### src/rtl/ines_stream_loader.sv
// Streams an iNES ROM image into SDRAM: parses the 16-byte header, skips an
// optional 512-byte trainer, then writes PRG and CHR bytes through a req/ack port.
module ines_stream_loader (
    input  logic        clk,
    input  logic        reset,
    input  logic [7:0]  indata,
    input  logic        indata_clk,
    output logic [21:0] mem_addr,
    output logic [7:0]  mem_data,
    output logic        mem_req,
    input  logic        mem_ack,
    output logic [31:0] mapper_flags,
    output logic        header_valid,
    output logic        done,
    output logic        error
);

    localparam int unsigned ADDR_W = 22;
    localparam int unsigned CNT_W  = 22;
    localparam logic [ADDR_W-1:0] CHR_BASE    = 22'h200000;
    localparam logic [CNT_W-1:0]  TRAINER_LEN = 22'd512;

    typedef enum logic [2:0] {
        S_HEADER,
        S_TRAINER,
        S_PRG,
        S_CHR,
        S_DONE,
        S_ERROR
    } state_t;

    state_t             r_state;
    logic [3:0]         r_hdr_cnt;
    logic [7:0]         r_prg16k;
    logic [7:0]         r_chr8k;
    logic [7:0]         r_flags6;
    logic [3:0]         r_flags7_hi;
    logic [CNT_W-1:0]   r_cnt;
    logic [ADDR_W-1:0]  r_wr_addr;
    logic [ADDR_W-1:0]  r_mem_addr;
    logic [7:0]         r_mem_data;
    logic               r_mem_req;
    logic [31:0]        r_mapper_flags;
    logic               r_header_valid;
    logic               r_done;
    logic               r_error;

    logic [7:0]         w_magic;
    logic [CNT_W-1:0]   w_prg_len;
    logic [CNT_W-1:0]   w_chr_len;
    logic               w_last;
    logic               w_overrun;
    logic               w_acked;

    // Expected signature byte "NES\x1A" for header positions 0-3
    always_comb begin
        w_magic = 8'h00;
        case (r_hdr_cnt[1:0])
            2'd0: w_magic = 8'h4E;
            2'd1: w_magic = 8'h45;
            2'd2: w_magic = 8'h53;
            2'd3: w_magic = 8'h1A;
            default: w_magic = 8'h00;
        endcase
    end

    assign w_prg_len = {r_prg16k, 14'd0};
    assign w_chr_len = {1'b0, r_chr8k, 13'd0};
    assign w_last    = (r_cnt == 22'd1);
    assign w_overrun = indata_clk & r_mem_req & ~mem_ack;
    assign w_acked   = r_mem_req & mem_ack;

    always_ff @(posedge clk or posedge reset) begin
        if (reset) begin
            r_state        <= S_HEADER;
            r_hdr_cnt      <= 4'd0;
            r_prg16k       <= 8'd0;
            r_chr8k        <= 8'd0;
            r_flags6       <= 8'd0;
            r_flags7_hi    <= 4'd0;
            r_cnt          <= '0;
            r_wr_addr      <= '0;
            r_mem_addr     <= '0;
            r_mem_data     <= 8'd0;
            r_mem_req      <= 1'b0;
            r_mapper_flags <= 32'd0;
            r_header_valid <= 1'b0;
            r_done         <= 1'b0;
            r_error        <= 1'b0;
        end else begin
            case (r_state)
                S_HEADER: begin
                    if (indata_clk) begin
                        r_hdr_cnt <= r_hdr_cnt + 4'd1;
                        case (r_hdr_cnt)
                            4'd4: r_prg16k    <= indata;
                            4'd5: r_chr8k     <= indata;
                            4'd6: r_flags6    <= indata;
                            4'd7: r_flags7_hi <= indata[7:4];
                            default: ;
                        endcase
                        if ((r_hdr_cnt <= 4'd3) && (indata != w_magic)) begin
                            r_state <= S_ERROR;
                            r_error <= 1'b1;
                        end else if (r_hdr_cnt == 4'd15) begin
                            if ((r_prg16k == 8'd0) || (r_prg16k > 8'd128)) begin
                                r_state <= S_ERROR;
                                r_error <= 1'b1;
                            end else begin
                                r_header_valid <= 1'b1;
                                r_mapper_flags <= {4'd0, (r_chr8k == 8'd0), r_flags6[3],
                                                   r_flags6[1], r_flags6[0], r_flags7_hi,
                                                   r_flags6[7:4], r_chr8k, r_prg16k};
                                r_wr_addr      <= '0;
                                if (r_flags6[2]) begin
                                    r_state <= S_TRAINER;
                                    r_cnt   <= TRAINER_LEN;
                                end else begin
                                    r_state <= S_PRG;
                                    r_cnt   <= w_prg_len;
                                end
                            end
                        end
                    end
                end

                S_TRAINER: begin
                    if (indata_clk) begin
                        r_cnt <= r_cnt - 22'd1;
                        if (w_last) begin
                            r_state <= S_PRG;
                            r_cnt   <= w_prg_len;
                        end
                    end
                end

                S_PRG, S_CHR: begin
                    // A zero count means the last byte is issued and only its ack is awaited
                    if (w_overrun) begin
                        r_state   <= S_ERROR;
                        r_error   <= 1'b1;
                        r_mem_req <= 1'b0;
                    end else if (indata_clk && (r_cnt != '0)) begin
                        r_mem_req  <= 1'b1;
                        r_mem_addr <= r_wr_addr;
                        r_mem_data <= indata;
                        r_wr_addr  <= r_wr_addr + 22'd1;
                        r_cnt      <= r_cnt - 22'd1;
                        if (w_last && (r_state == S_PRG) && (r_chr8k != 8'd0)) begin
                            r_state   <= S_CHR;
                            r_cnt     <= w_chr_len;
                            r_wr_addr <= CHR_BASE;
                        end
                    end else if (w_acked) begin
                        r_mem_req <= 1'b0;
                        if (r_cnt == '0) begin
                            r_state <= S_DONE;
                            r_done  <= 1'b1;
                        end
                    end
                end

                S_DONE, S_ERROR: begin
                    r_mem_req <= 1'b0;
                end

                default: begin
                    r_state <= S_HEADER;
                end
            endcase
        end
    end

    assign mem_addr     = r_mem_addr;
    assign mem_data     = r_mem_data;
    assign mem_req      = r_mem_req;
    assign mapper_flags = r_mapper_flags;
    assign header_valid = r_header_valid;
    assign done         = r_done;
    assign error        = r_error;

endmodule

### config.mk
export PLATFORM = sky130hd
export DESIGN_NAME = ines_stream_loader
export DESIGN_NICKNAME = d
export VERILOG_FILES = /design/src/rtl/ines_stream_loader.sv
export SDC_FILE = /design/constraint.sdc
export NUM_CORES = 1
export LEC_CHECK = 0
export ABC_AREA = 0
export ABC_CLOCK_PERIOD_IN_PS = 4550
export BUFFER_PORTS_ARGS = -buffer_cell sky130_fd_sc_hd__buf_4
export CAP_MARGIN = 30
export CORE_MARGIN = 10
export CORE_UTILIZATION = 59
export CTS_CLUSTER_DIAMETER = 40
export DETAILED_ROUTE_END_ITERATION = 16
export GPL_TIMING_DRIVEN = 0
export MAX_ROUTING_LAYER = met4
export PLACE_DENSITY = 0.8
export RECOVER_POWER = 100
export SYNTH_ARGS = -nofsm -noshare
export SYNTH_HDL_FRONTEND = slang
export SYNTH_SLANG_ARGS = --single-unit
### constraint.sdc
create_clock -name clk -period 4.55 [get_ports clk]
set_input_delay 0.2275 -clock clk [delete_from_list [all_inputs] [get_ports clk]]
set_output_delay 0.2275 -clock clk [all_outputs]
set_load 0.02 [all_outputs]
Word-level counts from Yosys, hierarchy flattened --
Index checks and enable logic that the tools add are counted.
Operators by class: $add $sub $neg 3, order comparisons 2, eq/ne operators 29, multiplexer cells 43, bitwise logic cells 9, reduce and logical (&&, ||, !) cells 30
Operators by type and width (number):
- $mux 22 | 17
- $pmux 22 s3 | 1
- $pmux 22 s2 | 1
- $mux 3 | 11
- $pmux 8 s4 | 1
- $add 22x1->22 const B | 1
- $eq 22x1->1 const B | 1
- $logic_not 22->1 | 1
- $reduce_bool 22->1 | 1
- $sub 22x1->22 const B | 1
- $ne 2x2->1 const B | 9
- $eq 4x3->1 const B | 4
- $logic_not 8->1 | 2
- $reduce_and 8->1 | 2
- $reduce_and 3->1 | 5
- $reduce_and 5->1 | 3
- $ne 4x4->1 const B | 3
- $pmux 3 s4 | 1
- $gt 8x8->1 const B | 1
- $mux 1 | 8
- $ne 8x8->1 | 1
- $reduce_bool 8->1 | 1
- $reduce_and 7->1 | 1
- $eq 3x2->1 const B | 2
- 20 further kinds | 37
Word-level totals: register bits after elaboration 141, input bits 12, word-level logic and storage cells 131

Logic depth before layout (Yosys ltp) --
depth after elaboration 7, depth in mapped cells 10, depth with buffers taken out 8

Worst setup path after synthesis --
OpenSTA, ideal clock, no wires.
path kind reg-to-reg, from reg r_cnt[8], to reg r_state[1], library setup time 0.125 ns, data arrival time 2.555 ns, data required time 4.425 ns, path slack 1.870 ns, stages on the path, launching flop included 9, path buffers 2, period minus slack after synthesis 2.680 ns, cells stage by stage dfrtp_1 buf_6 or4_4 or4_4 buf_6 or3_4 nand2_4 nand4b_4 mux2_4
Between the ends: cells in the longest elaborated chain, start to end 5, elaborated cells between the ends (all ways) 14, those cells by class eq/ne: 5; mux: 3; reduce/logical: 6
RTL lines:
- start: declaration | line 38 | logic [CNT_W-1:0] r_cnt;
- start signal: assignment | line 120 | r_cnt <= w_prg_len;
- start signal: assignment | line 129 | r_cnt <= r_cnt - 22'd1;
- start signal: assignment | line 132 | r_cnt <= w_prg_len;
- $eq 22x1->1 / $reduce_bool 22->1 (equally long branches) | line 69, 143
- $logic_and 1x1->1, on equally long branches | line 149, 143
- $logic_and 1x1->1 / $mux 3 (equally long branches) | line 149, 143
- $ne 4x4->1 (no source line) / $mux 3 (equally long branches)
- $reduce_and 8->1 (no source line) / $pmux 3 s4 (equally long branches)
- end signal: assignment | line 150 | r_state <= S_CHR;
- end signal: assignment | line 157 | r_state <= S_DONE;
- end signal: assignment | line 168 | r_state <= S_HEADER;
- end: declaration | line 32 | state_t r_state;
Parallel ways exist; a longest one is shown, timed or not. A chain may end at the register's enable or synchronous reset.

Worst setup path in the final report --
from reg r_cnt[5], to reg r_wr_addr[10]
Between the ends: cells in the longest elaborated chain, start to end 7, elaborated cells between the ends (all ways) 11, those cells by class eq/ne: 2; mux: 4; reduce/logical: 5
RTL lines:
- $eq 22x1->1 | line 69 | assign w_last = (r_cnt == 22'd1);
- $logic_and 1x1->1 (2 in a row) | line 149 | if (w_last && (r_state == S_PRG) && (r_chr8k != 8'd0)) begin
- $mux 22 | line 149
- $mux 22 | line 143 | end else if (indata_clk && (r_cnt != '0)) begin
- $mux 22 | line 139 | if (w_overrun) begin
- $pmux 22 s2 | line 91 | case (r_state)
- end signal: assignment | line 147 | r_wr_addr <= r_wr_addr + 22'd1;
- end: declaration | line 39 | logic [ADDR_W-1:0] r_wr_addr;
Parallel ways exist; a longest one is shown, timed or not. The select of a mux whose other input is x is not followed.

==> run_results.csv <==
group,metric,value,unit
clocking,clockBufferDepth,2,
sta,period_share,80.92,%
cells_and_area,multi_input_area,3043,um2
critical_path,cp_data_required_time,4.85,ns
floorplan,die_area,16280,um2
synthesis,synth.avg_cell_area,11.10,um2
critical_path,critical_path.slowest_cell,"nor4_1",
critical_path,cp-end-kind,"flop",
critical_path,crit_end,"r_wr_addr[10]$_DFFE_PP0P_",
clocking,ctsRootBufferMaster,"clkbuf_16",
cells_and_area,drive_above_1_share,21.52,%
drt,antenna_left,0,
floorplan,boundaryPins,78,
drt,wl_per_cell,19.52,um
drt,wl,16.95,mm
synthesis,synth_cell_types,66,
cells_and_area,fillCellCount,868,
synthesis,synthCells,615,
critical_path,cpPeakStageDelay,1.05,ns
synthesis,synth-seq-cells,141,
sta,fmax,271.6,MHz
critical_path,r2r-start,"r_cnt[5]$_DFFE_PP0P_",
floorplan,dieWidth,127.6,um
global_routing,grt-ovfl-total,0,
cells_and_area,n_antenna_cell,0,
clocking,numCtsBuffers,17,
cells_and_area,final_area,7955,um2
synthesis,synth_warnings,0,
synthesis,synth-edff-count,0,
critical_path,ff2ff_path_depth,8,
critical_path,worstPathMaxFanout,10,
sta,final_hold_viol_count,0,
sta,rsz0062_at_grt,"no",
critical_path,start_kind,"flop",
floorplan,start_util,60.05,%
critical_path,cp.arrival,3.98,ns
global_routing,grt_use_total,21.52,%
run_status,failed_checks,"capacitance limit, slew limit",
sta,period_needed,3.682,ns
sta,fin_ws,0.8679,ns
sta,finClkSkew,0.006981,ns
flow_run,max-cap-violations,1,
place,placedCellCount,835,
floorplan,row_count,39,
place,hpwlAfterDp,11.91,mm
sta,worst_slew_pin_slew,3.019,ns
clocking,post_cts_buffers,0,
hold_path,worstHoldPathType,"input pin to flop",
power,peakVddDrop,291.6,uV
place,place_ws,1.377,ns
drt,first_pass_iters,5,
critical_path,path_class,"flop to flop",
power,p_per_area,345.0,nW/um2
clocking,clk_latency,0.42,ns
cells_and_area,seq_area,3528,um2
critical_path,worstPathCellList,"nor4_1 -> and3_1 -> clkbuf_1 -> a311oi_1 -> o21ai_0 -> clkbuf_1 -> mux2i_1 -> o21ai_0",
clocking,cts_max_level,4,
floorplan,core_area,11370,um2
cells_and_area,final_cell_mix,"dfrtp_1, mux2_2, clkbuf_1",
place,gp_congestion,0.9077,
place,port_buffers,73,
run_status,status,"finished with violations",
global_routing,grt_max_degree,74,
synthesis,synth_flop_cell,"dfrtp_1",
cells_and_area,synthToLayoutAreaGrowth,16.51,%
drt,vias,5432,
clocking,cts.sinks,141,
clocking,cts_resized,0,
global_routing,grt_antenna_before_repair,0,
clocking,clk_pin_slew,0.06,ns
power,power_leakage,0.003665,uW
drt,via_per_inst,6.258,
synthesis,ys_seq_area_share,51.68,%
sta,setup_violations,0,
synthesis,synth_area,6828,um2
critical_path,r2r_end,"r_wr_addr[10]$_DFFE_PP0P_",
drt,drtIter0Drc,574,
floorplan,die_h,127.6,um
clocking,hold_buffers,1,
global_routing,grt_pass1_vias,5430,
critical_path,cp-startpoint,"r_cnt[5]$_DFFE_PP0P_",
clocking,cts_tree,"built",
global_routing,grt_pass1_wl,27.76,mm
critical_path,rrSetupSlack,0.87,ns
place,place_area,7599,um2
cells_and_area,num-nets-final,733,
sta,drv_slew,69,
sta,timing.slew.headroom,-102.4,%
drt,post-route-drc-count,0,
cells_and_area,fin_cells,868,
synthesis,synth-async-reset-ratio,100.0,%
cells_and_area,layout_commonest_cell,"dfrtp_1",
## critical path, delay by kind of cell (launching register included)
family                 cells  cell delay, ns
AO/OA/AOI/OAI              3            0.75
buffers and inverters      2            0.84
flip-flops                 1            0.39
multiplexers               1            0.22
AND/OR/NAND/NOR            2            1.36
## worst min-delay path by stage
stage,startpoint,to,slack (ns),depth (start not counted)
finish,indata[0],r_chr8k[0]$_DFFE_PP0P_,0.1,2
global route,indata[5],r_chr8k[5]$_DFFE_PP0P_,0.1,2
CTS,indata[0],r_prg16k[0]$_DFFE_PP0P_,0.09,2
detailed placement,reset,r_flags7_hi[3]$_DFFE_PP0P_,0.36,2
global placement,header_valid$_DFFE_PP0P_,header_valid$_DFFE_PP0P_,0.45,1
floorplan,indata[4],r_flags7_hi[0]$_DFFE_PP0P_,0.38,1
## cells in the mapped netlist (all sizes together), types with 2 or more instances
cell | number | area [um2]
o211a | 2 | 20.02
a32oi | 4 | 42.55
nand3 | 21 | 105.1
a22oi | 4 | 30.03
nor2b | 9 | 56.30
and3 | 5 | 31.28
ha | 9 | 112.6
a21o | 3 | 22.52
o41ai | 2 | 17.52
clkbuf | 18 | 67.56
a32o | 2 | 20.02
o2bb2ai | 4 | 35.03
xnor2 | 4 | 35.03
o31a | 2 | 17.52
xor2 | 2 | 17.52
nor3 | 15 | 75.07
or2 | 6 | 37.54
o31ai | 11 | 82.58
mux2i | 2 | 20.02
or4 | 9 | 75.07
a31oi | 9 | 56.30
o21ai | 54 | 270.3
o211ai | 2 | 15.01
a311oi | 2 | 17.52
dfrtp | 141 | 3528
and2 | 5 | 31.28
o22ai | 9 | 56.30
nor4 | 13 | 100.1
buf | 14 | 98.85
inv | 19 | 71.32
or3 | 2 | 17.52
nand2 | 46 | 180.2
nor2 | 29 | 108.9
a21oi | 15 | 75.07
nand2b | 2 | 12.51
a22o | 9 | 78.83
nand4 | 7 | 43.79
mux2 | 87 | 983.4
## sequential cells by signal, summed over array words and instances (netlist names)
name and flops:
done 1, error 1, header_valid 1, mapper_flags 28, mem_addr 22, mem_data 8
mem_req 1, r_chr8k 8, r_cnt 22, r_flags6 8, r_flags7_hi 4, r_hdr_cnt 4
r_prg16k 8, r_state 3, r_wr_addr 22
## per-stage QoR
stage	setup TNS (ns)	util (%)	total power, uW	hold slack (ns)
floorplan	0	-	1306	0.3780
global placement	-112.25	66.55	1327	0.4543
detailed placement	0	66.83	1332	0.3559
CTS	0	72.36	2757	0.09280
global route	0	69.97	2826	0.09914
finish	0	69.97	2745	0.09614
## power by group
part	switching, uW	internal [uW]	leakage (uW)
clock	544	892	0.000292
combinational	38.8	14.8	0.00147
sequential	0.366	1250	0.00191
## routing by layer
| metal | up-vias | share of wire [%] | global-route usage [%] |
|---|---|---|---|
| li1 | 2459 | - | - |
| met1 | 2669 | 42 | 26.68 |
| met2 | 259 | 47 | 33.06 |
| met3 | 45 | 7.8 | 5.749 |
| met4 | 0 | 2.6 | 8.411 |
| met5 | - | 0 | - |
## area by class of cell
type	count	area share (%)
clock inverter	13	2.076
clock buffer	19	5.694
inverter	19	0.9122
sequential	141	44.35
timing repair buffer	75	4.435
buffer	32	2.029
multi-input combinational	426	38.25
tap	143	2.249
## kinds of logic after synthesis
group	share of synthesized area, %
and+or+nand+nor	13.93
AOI/OAI and AO/OA	13.74
DFF	51.68
muxes	14.70
buffers and inverters	3.482
adders and majority gates	1.649
xor gates and xnor gates	0.7696
other	0.05492
Note: power is estimated with default switching activity, not from simulation.
